--- src/rtl/lstm_init_sequencer_if.sv ---
// Valid/ready load port from the initial-value sequencer into the LSTM cell's
// state and bias registers.
interface lstm_init_sequencer_if #(
  parameter int IDX_W  = 3,
  parameter int DATA_W = 64
) ();
  logic              ld_valid;
  logic              ld_ready;
  logic [IDX_W-1:0]  ld_addr;
  logic [DATA_W-1:0] ld_data;
  logic              ld_last;

  modport master (
    output ld_valid, ld_addr, ld_data, ld_last,
    input  ld_ready
  );

  modport slave (
    input  ld_valid, ld_addr, ld_data, ld_last,
    output ld_ready
  );
endinterface

--- src/rtl/lstm_init_sequencer.sv ---
// Walks the initial-value ROM from index 0 to N_ENTRIES-1 and hands each word,
// with its index, to the LSTM cell over a valid/ready load port.
module lstm_init_sequencer #(
  parameter int N_ENTRIES = 8,
  parameter int IDX_W     = 3,
  parameter int DATA_W    = 64
) (
  input  logic                  clk,
  input  logic                  rst,
  input  logic                  start,
  input  logic                  abort,
  output logic [IDX_W-1:0]      rom_index,
  input  logic [DATA_W-1:0]     rom_data,
  lstm_init_sequencer_if.master ld,
  output logic                  busy,
  output logic                  done
);

  typedef enum logic [1:0] {S_IDLE, S_FETCH, S_PRESENT, S_DONE} state_t;

  localparam logic [IDX_W-1:0] LAST_IDX = IDX_W'(N_ENTRIES - 1);

  state_t            state, state_nxt;
  logic [IDX_W-1:0]  index_nxt;
  logic [IDX_W-1:0]  addr_nxt;
  logic [DATA_W-1:0] data_nxt;
  logic              valid_nxt;
  logic              last_nxt;

  always_ff @(posedge clk) begin
    if (rst) begin
      state       <= S_IDLE;
      rom_index   <= '0;
      ld.ld_valid <= 1'b0;
      ld.ld_addr  <= '0;
      ld.ld_data  <= '0;
      ld.ld_last  <= 1'b0;
    end else begin
      state       <= state_nxt;
      rom_index   <= index_nxt;
      ld.ld_valid <= valid_nxt;
      ld.ld_addr  <= addr_nxt;
      ld.ld_data  <= data_nxt;
      ld.ld_last  <= last_nxt;
    end
  end

  // Abort overrides everything outside IDLE; in IDLE it only suppresses start.
  always_comb begin
    state_nxt = state;
    index_nxt = rom_index;
    valid_nxt = ld.ld_valid;
    addr_nxt  = ld.ld_addr;
    data_nxt  = ld.ld_data;
    last_nxt  = ld.ld_last;

    if (abort && state != S_IDLE) begin
      state_nxt = S_IDLE;
      index_nxt = '0;
      valid_nxt = 1'b0;
      last_nxt  = 1'b0;
    end else begin
      case (state)
        S_IDLE: begin
          if (start && !abort) begin
            state_nxt = S_FETCH;
            index_nxt = '0;
          end
        end
        S_FETCH: begin
          data_nxt  = rom_data;
          addr_nxt  = rom_index;
          last_nxt  = (rom_index == LAST_IDX);
          valid_nxt = 1'b1;
          state_nxt = S_PRESENT;
        end
        S_PRESENT: begin
          if (ld.ld_ready) begin
            valid_nxt = 1'b0;
            if (ld.ld_last) begin
              state_nxt = S_DONE;
            end else begin
              index_nxt = rom_index + IDX_W'(1);
              state_nxt = S_FETCH;
            end
          end
        end
        S_DONE: begin
          state_nxt = S_IDLE;
          index_nxt = '0;
        end
        default: begin
          state_nxt = S_IDLE;
          index_nxt = '0;
          valid_nxt = 1'b0;
        end
      endcase
    end
  end

  assign busy = (state != S_IDLE);
  assign done = (state == S_DONE);

endmodule
--- src/flat_wrapper.sv ---
// flat-port wrapper written by rule: the top's interface ports become plain ports
module lstm_init_sequencer_flat 
#(
  parameter int N_ENTRIES = 8,
  parameter int IDX_W     = 3,
  parameter int DATA_W    = 64
)
  (clk, rst, start, abort, rom_index, rom_data, busy, done, ld_ld_valid, ld_ld_addr, ld_ld_data, ld_ld_last, ld_ld_ready);
  lstm_init_sequencer_if #(.IDX_W(IDX_W), .DATA_W(DATA_W)) ld_i ();
  input  logic clk;
  input  logic rst;
  input  logic start;
  input  logic abort;
  output logic [IDX_W-1:0] rom_index;
  input  logic [DATA_W-1:0] rom_data;
  output logic busy;
  output logic done;
  output wire logic [$bits(ld_i.ld_valid)-1:0] ld_ld_valid;
  output wire logic [$bits(ld_i.ld_addr)-1:0] ld_ld_addr;
  output wire logic [$bits(ld_i.ld_data)-1:0] ld_ld_data;
  output wire logic [$bits(ld_i.ld_last)-1:0] ld_ld_last;
  input wire logic [$bits(ld_i.ld_ready)-1:0] ld_ld_ready;
  assign ld_ld_valid = ld_i.ld_valid;
  assign ld_ld_addr = ld_i.ld_addr;
  assign ld_ld_data = ld_i.ld_data;
  assign ld_ld_last = ld_i.ld_last;
  assign ld_i.ld_ready = ld_ld_ready;
  lstm_init_sequencer #(.N_ENTRIES(N_ENTRIES), .IDX_W(IDX_W), .DATA_W(DATA_W)) u_core (.clk(clk), .rst(rst), .start(start), .abort(abort), .rom_index(rom_index), .rom_data(rom_data), .ld(ld_i), .busy(busy), .done(done));
endmodule
--- config.mk ---
export PLATFORM = sky130hd
export DESIGN_NAME = lstm_init_sequencer_flat
export DESIGN_NICKNAME = d
export VERILOG_FILES = /design/src/rtl/lstm_init_sequencer_if.sv /design/src/rtl/lstm_init_sequencer.sv /design/src/flat_wrapper.sv
export SDC_FILE = /design/constraint.sdc
export NUM_CORES = 1
export LEC_CHECK = 0
export BUFFER_PORTS_ARGS = -buffer_cell sky130_fd_sc_hd__buf_2
export CAP_MARGIN = 20
export CORE_MARGIN = 5
export CORE_UTILIZATION = 25
export DETAILED_ROUTE_END_ITERATION = 12
export MAX_ROUTING_LAYER = met4
export SYNTH_ARGS = -nofsm -noshare
export SYNTH_HDL_FRONTEND = slang
export SYNTH_SLANG_ARGS = --single-unit
--- constraint.sdc ---
create_clock -name clk -period 3.07 [get_ports clk]
set_input_delay 0.921 -clock clk [delete_from_list [all_inputs] [get_ports clk]]
set_output_delay 0.921 -clock clk [all_outputs]
set_load 0.005 [all_outputs]
==> key figures, run 1 <==
Timing
  – Final Critical Period: 2.11 ns
  – Slew @ Worst Pin: 0.540 ns
  – Hold Fails Final Rpt: 0
  – Layout Skew: 0.0123 ns
  – RSZ-0062 raised after global routing: false
  – Setup TNS: 0 ns
  – Rel. slew slack: 64.0%
  – Final setup viols: 0
  – Crit share post-route: 68.7%
  – Max-slew violations: 0
  – Max Freq: between 400 and 500 MHz

Clock tree
  – Clock sink count: 74
  – Clk buf depth: 2
  – Post-CTS Setup Bufs: 0
  – CTS Buf Count: 9
  – Clk slew on worst S/H paths: 0.08 ns
  – Post-CTS Hold Buffers: 0
  – Post-CTS resize count: 0
  – Root Driver: clkbuf_8
  – Worst-Skew Late Latency: 0.34 ns
  – TritonCTS clock tree: yes
  – CTS H-tree lvls: 3

Floorplanning
  – Core area: 10400 sq um
  – Initial Util: 25.8%
  – I/O pin count: about 140
  – Row count: 37
  – Die area: 12900 sq um
  – Die height: 114 um
  – Die Width: 114 um

Synthesis
  – Synth cell types: 27
  – Cell count after synthesis: 331
  – Top FF cell, synth: dfxtp_1
  – Area of the mapped netlist: 2690 sq um
  – Area leader, netlist: dfxtp_1
  – #FFs+latches synth: 74
  – Post-synth EDFFs: 0
  – Seq/Total Area, Yosys: roughly 55%
  – Top cell type's share of synthesized area: 55.0%
  – Syn_area_per_cell: 8.13 sq um
  – Yosys warns: 0
  – Synth area leaders: dfxtp_1, nand2_1, a21oi_1, buf_6, buf_2
  – Post-synthesis async set-or-reset flop share: 0%
  – Net Count, Synth: roughly 400

Finish
  – Nets@finish: 535
  – Share of layout cells above drive strength 1: 36.5%
  – Area grow syn2layout: 37.5%
  – Final instance area: ~3700 sq um
  – Antenna diodes: 0

Critical path
  – Critical setup path kind: reg2out
  – Worst EP required: 2.15 ns
  – WP buf/inv: 1
  – Cell Chain, Critical Path: and2_2, buf_2
  – CP endpoint kind: output port
  – CP peak stage delay: about 0.55 ns
  – Family with the most delay on the worst path: flip-flops
  – Type of element launching the critical path: flop
  – CP arrival: 1.19 ns
  – Max FO, Critical Path: 11
  – CP max-delay cell: dfxtp_1

Placement
  – Placer Congestion: 0.766
  – DPL Wire Length: 5.49 mm
  – IO buf count: 142
  – Post-Place Cell Area: 3480 sq um

Route
  – Via Count: 2603
  – DR vias/cell: around 4.3
  – Post-DR wirelength/cell: 12.4 um
  – Initial DRC Count: 115
  – DRC violations left: 0
  – DRT Wirelength: 7.50 mm
  – DRT antenna net count: 0
  – DRT Pass-1 Iters: 4

Global route
  – Grt total ovfl: 0
  – Vias in the first global route: 2555
  – Total track usage: 11.7%
  – Initial antenna violation count: 0
  – First-pass GRT wire length: 12.1 mm
  – Pin count of the biggest net entering global routing: 44

Power and ir drop
  – Maximum vdd ir drop: between 0.0002 and 0.0003 V
  – PD cells: 535 nW/um^2
  – Static leakage: 1.65 nW

Run
  – Max-cap viol count: 0

Outcome
  – Outcome: complete, no violations

Hold path
  – Min-Delay Path Class: reg2reg
[placed cells by master, fill, tap and decap left out, types with 2 or more instances in the layout]
cell | netlist | final
nand3_1 | 2 | 2
bufinv_16 | 0 | 2
clkbuf_8 | 0 | 9
ha_1 | 2 | 2
dfxtp_1 | 74 | 74
a21oi_1 | 70 | 70
inv_6 | 0 | 2
mux2i_1 | 2 | 2
buf_2 | 7 | 142
clkinvlp_4 | 0 | 2
buf_4 | 1 | 4
nand2_1 | 135 | 135
nor2_1 | 4 | 4
nand4b_1 | 2 | 2
o21ai_0 | 2 | 2
[path summary, 6_finish.rpt]
kind | from | endpoint | slack [ns] | depth (start not counted)
setup reg to reg | u_core.state[1] | u_core.ld.ld_data[19] | 1.50 | 5
hold reg to reg | u_core.ld.ld_data[55] | u_core.ld.ld_data[55] | 0.45 | 2
hold / removal | u_core.ld.ld_data[55] | u_core.ld.ld_data[55] | 0.45 | 2
setup / recovery | u_core.state[0] | done | 0.96 | 2
[worst register-to-register path: cells and delay by family, from the launching register on]
| family | cells | cell delay [ns] |
|---|---|---|
| AOI/OAI and AO/OA | 1 | 0.15 |
| buffers and inverters | 1 | 0.34 |
| DFF | 1 | 0.51 |
| and+or+nand+nor | 3 | 0.50 |
[sequential cells by signal, indices dropped and copies added, names as in the netlist]
| register | count |
|---|---|
| u_core.rom_index | 3 |
| u_core.ld.ld_addr | 3 |
| u_core.state | 2 |
| u_core.ld.ld_valid | 1 |
| u_core.ld.ld_data | 64 |
| u_core.ld.ld_last | 1 |
[per-layer routing]
layer	track usage, %	wire length (um)	vias up
met3	3.24	561	8
met2	20.5	3750	77
li1	-	-	1335
met5	-	0	-
met1	12.8	3090	1183
met4	4.28	97	0
[Yosys cell counts (2+ instances only)]
library cell  instances
nand2_1             135
dfxtp_1              74
nor2_1                4
nand3_1               2
buf_6                 6
buf_1                 3
o21ai_0               2
nand4b_1              2
a21oi_1              70
clkbuf_1              8
ha_1                  2
buf_2                 7
mux2i_1               2
[final cells by class]
cell class | instances | area, sq um
Multi-Input combinational cell | 231 | 1060
Clock buffer | 9 | 124
Tap cell | 136 | 170
Inverter | 1 | 3.75
Fill cell | 1109 | 6710
Sequential cell | 74 | 1480
Clock inverter | 7 | 101
Timing Repair Buffer | 147 | 761
[logic make-up after synthesis]
logic type      count (synthesis)  synth area share, %
compound gates                 75                 14.2
fa+ha+maj                       2                0.929
buf+inv                        26                 5.76
flops                          74                 55.0
mux                             2                0.744
simple gates                  152                 23.3
[through the flow]
stage / hold WS [ns] / util (%) / setup WS [ns] / cells / total power, W
after floorplan: 0.453 / - / 1.23 / 331 / 0.00108
after detailed placement: 0.443 / 33.4 / 1.10 / 589 / 0.00116
after CTS: 0.455 / 35.5 / 0.928 / 605 / 0.00202
final: 0.454 / 35.5 / 0.962 / 605 / 0.00198
after global placement: 0.439 / 33.4 / 1.12 / 589 / 0.00115
after global routing: 0.475 / 35.5 / 0.872 / 605 / 0.00207
[power breakdown]
group / total, W / leakage (nW) / switching (W) / internal (W)
registers: 0.000993 / 0.598 / 0.0000130 / 0.000980
logic: 0.000139 / 0.943 / 0.0000715 / 0.0000679
clock network: 0.000849 / 0.106 / 0.000385 / 0.000465
Note: power is estimated with default switching activity, not from simulation.
==> run 2, diff against run 1 <==
==> constraint.sdc (replaced) <==
create_clock -name clk -period 2 [get_ports clk]
set_input_delay 0.6 -clock clk [delete_from_list [all_inputs] [get_ports clk]]
set_output_delay 0.6 -clock clk [all_outputs]
set_load 0.005 [all_outputs]
==> run 2 against run 1 <==
  * Final area stayed put
  * Via count up 1.5%
  * Global-route usage rose by 0.28 points
  * Die area is the same
  * Final cell count grew 0.17%
  * Highest routed layer unchanged
==> key figures, run 2 (synthesized netlist as in run 1, its figures left out) <==
Critical path
  – R2r endpoint: u_core.ld.ld_data[24]
  – Type of element launching the critical path: flop
  – R2r worst-path depth: 5
  – Critical setup path kind: reg2out
  – Launching point of the worst reg2reg path: u_core.state[1]
  – CP arrival: 1.19 ns
  – Max FO, Critical Path: 11
  – Worst EP required: 1.40 ns
  – CP endpoint kind: output port
  – Reg2Reg Setup Slack: 0.44 ns

Placement
  – Pre-CTS setup slack: 0.364 ns
  – Post-Place Cell Area: approximately 3500 sq um
  – Placer Congestion: 0.808
  – DPL Wire Length: about 5.7 mm
  – IO buf count: between 100 and 150

Clock tree
  – CTS H-tree lvls: 3
  – Post-CTS Hold Buffers: 0
  – Clk buf depth: 2
  – Root Driver: clkbuf_8
  – TritonCTS clock tree: yes
  – Clk slew on worst S/H paths: 0.08 ns
  – CTS Buf Count: 9
  – Clock sink count: 74
  – Post-CTS Setup Bufs: 0
  – Worst-Skew Late Latency: 0.34 ns
  – Post-CTS resize count: 0

Timing
  – Max-slew violations: 0
  – WHS: 0.453 ns
  – Hold Fails Final Rpt: 0
  – Final setup margin: about 0.21 ns
  – RSZ-0062 raised after global routing: false
  – Slew @ Worst Pin: 0.395 ns
  – Layout Skew: 0.00602 ns
  – Final Critical Period: 1.79 ns
  – Max Freq: 558 MHz
  – Setup TNS: 0 ns
  – Crit share post-route: 89.6%
  – Final setup viols: 0
  – Rel. slew slack: 73.6%

Global route
  – Pin count of the biggest net entering global routing: 44
  – Initial antenna violation count: 0
  – Vias in the first global route: 2599
  – Grt total ovfl: 0
  – First-pass GRT wire length: 12.3 mm
  – Total track usage: roughly an eighth

Floorplanning
  – I/O pin count: 143
  – Row count: 37
  – Die area: 12900 sq um
  – Core area: 10400 sq um
  – Die Width: 114 um
  – Initial Util: 25.8%
  – Die height: 114 um

Route
  – DRT Wirelength: 7.67 mm
  – Post-DR wirelength/cell: 12.7 um
  – Initial DRC Count: between 150 and 200
  – DR vias/cell: 4.36
  – DRC violations left: 0
  – DRT antenna net count: 0
  – Via Count: 2641
  – DRT Pass-1 Iters: 4

Finish
  – Nets@finish: 536
  – Fillers: 1111
  – Final instance area: around 3700 sq um
  – Most frequent cells in the layout: buf_2, nand2_1, dfxtp_1
  – Most common cell after layout, fill and taps aside: buf_2
  – Max reg flops: 64
  – Biggest regs: u_core.ld.ld_data: 64 flops, u_core.ld.ld_addr: 3 flops, u_core.rom_index: 3 flops
  – Antenna diodes: 0
  – Share of layout cells above drive strength 1: 36.4%
  – Largest Register: u_core.ld.ld_data
  – Area grow syn2layout: 37.5%

Power and ir drop
  – Flop pwr share: 52.2%
  – Clock Power Share: slightly above 40%
  – PD cells: around 790 nW/um^2
  – Gate power share: 7.5%
  – Static leakage: 1.65 nW
  – Sw Ratio: 22.8%
  – Net Switching: 0.000666 W
  – Maximum vdd ir drop: 0.000338 V
  – Int Pwr: between 0.002 and 0.0025 W

Hold path
  – Min-Delay Path Class: reg2reg
  – Worst hold path startpoint: u_core.ld.ld_data[27]
  – Hold Path End: u_core.ld.ld_data[27]
  – Hold path depth: 2

Outcome
  – Outcome: complete, no violations

Run
  – Max-cap viol count: 0
-- run 2: changes by cell type in the layout (fill, tap and decap cells not counted), sizes merged --
cell,previous run,this run
bufinv,2,1
clkbuf,9,12
buf,147,148
inv,3,1
-- run 2: cell type report --
cell class / count / area, sq um / area share [%]
inverter: 1 / 3.75 / 0.101
tap: 136 / 170 / 4.60
multi-input combinational: 231 / 1060 / 28.7
clock buffer: 12 / 155 / 4.19
timing repair buffer: 148 / 781 / 21.1
sequential: 74 / 1480 / 40.0
clock inverter: 4 / 50.0 / 1.35
-- run 2: power groups by stage --
stage | Sequential, W | Combinational (W) | Clock (W)
2_1_floorplan | 0.00156 | 0.000101 | 0
3_3_place_gp | 0.00156 | 0.000218 | 0
3_5_place_dp | 0.00156 | 0.000223 | 0
4_1_cts | 0.00152 | 0.000223 | 0.00125
5_1_grt | 0.00153 | 0.000247 | 0.00132
6_report | 0.00152 | 0.000219 | 0.00118
-- run 2: critical path, cell delays in order, from the launching register on --
cell and delay, ns:
dfxtp_1 0.55, or2_4 0.20, buf_2 0.11
-- run 2: how the worst max path moves through the flow --
stage	startpoint	to	slack, ns	cells after the start
floorplan	rst	u_core.ld.ld_data[18]	0.48	4
global placement	abort	u_core.ld.ld_addr[2]	0.37	5
detailed placement	abort	u_core.ld.ld_data[17]	0.36	5
CTS	u_core.state[0]	busy	0.19	2
global route	u_core.state[0]	busy	0.10	2
finish	u_core.state[0]	busy	0.21	2
-- run 2: per-layer routing --
metal / vias to the layer above / global-route usage [%] / wire, um
met5: - / - / 0
met4: 0 / 3.80 / 41
met3: 6 / 3.82 / 546
met2: 85 / 20.3 / 3790
met1: 1212 / 13.6 / 3290
li1: 1338 / - / -
-- run 2: per-stage QoR --
stage | total power, W | instances | util, %
final | 0.00292 | 606 | 35.5
after global routing | 0.00309 | 606 | 35.5
after CTS | 0.00299 | 606 | 35.5
after detailed placement | 0.00178 | 590 | 33.6
after global placement | 0.00178 | 590 | 33.6
after floorplan | 0.00166 | 331 | -
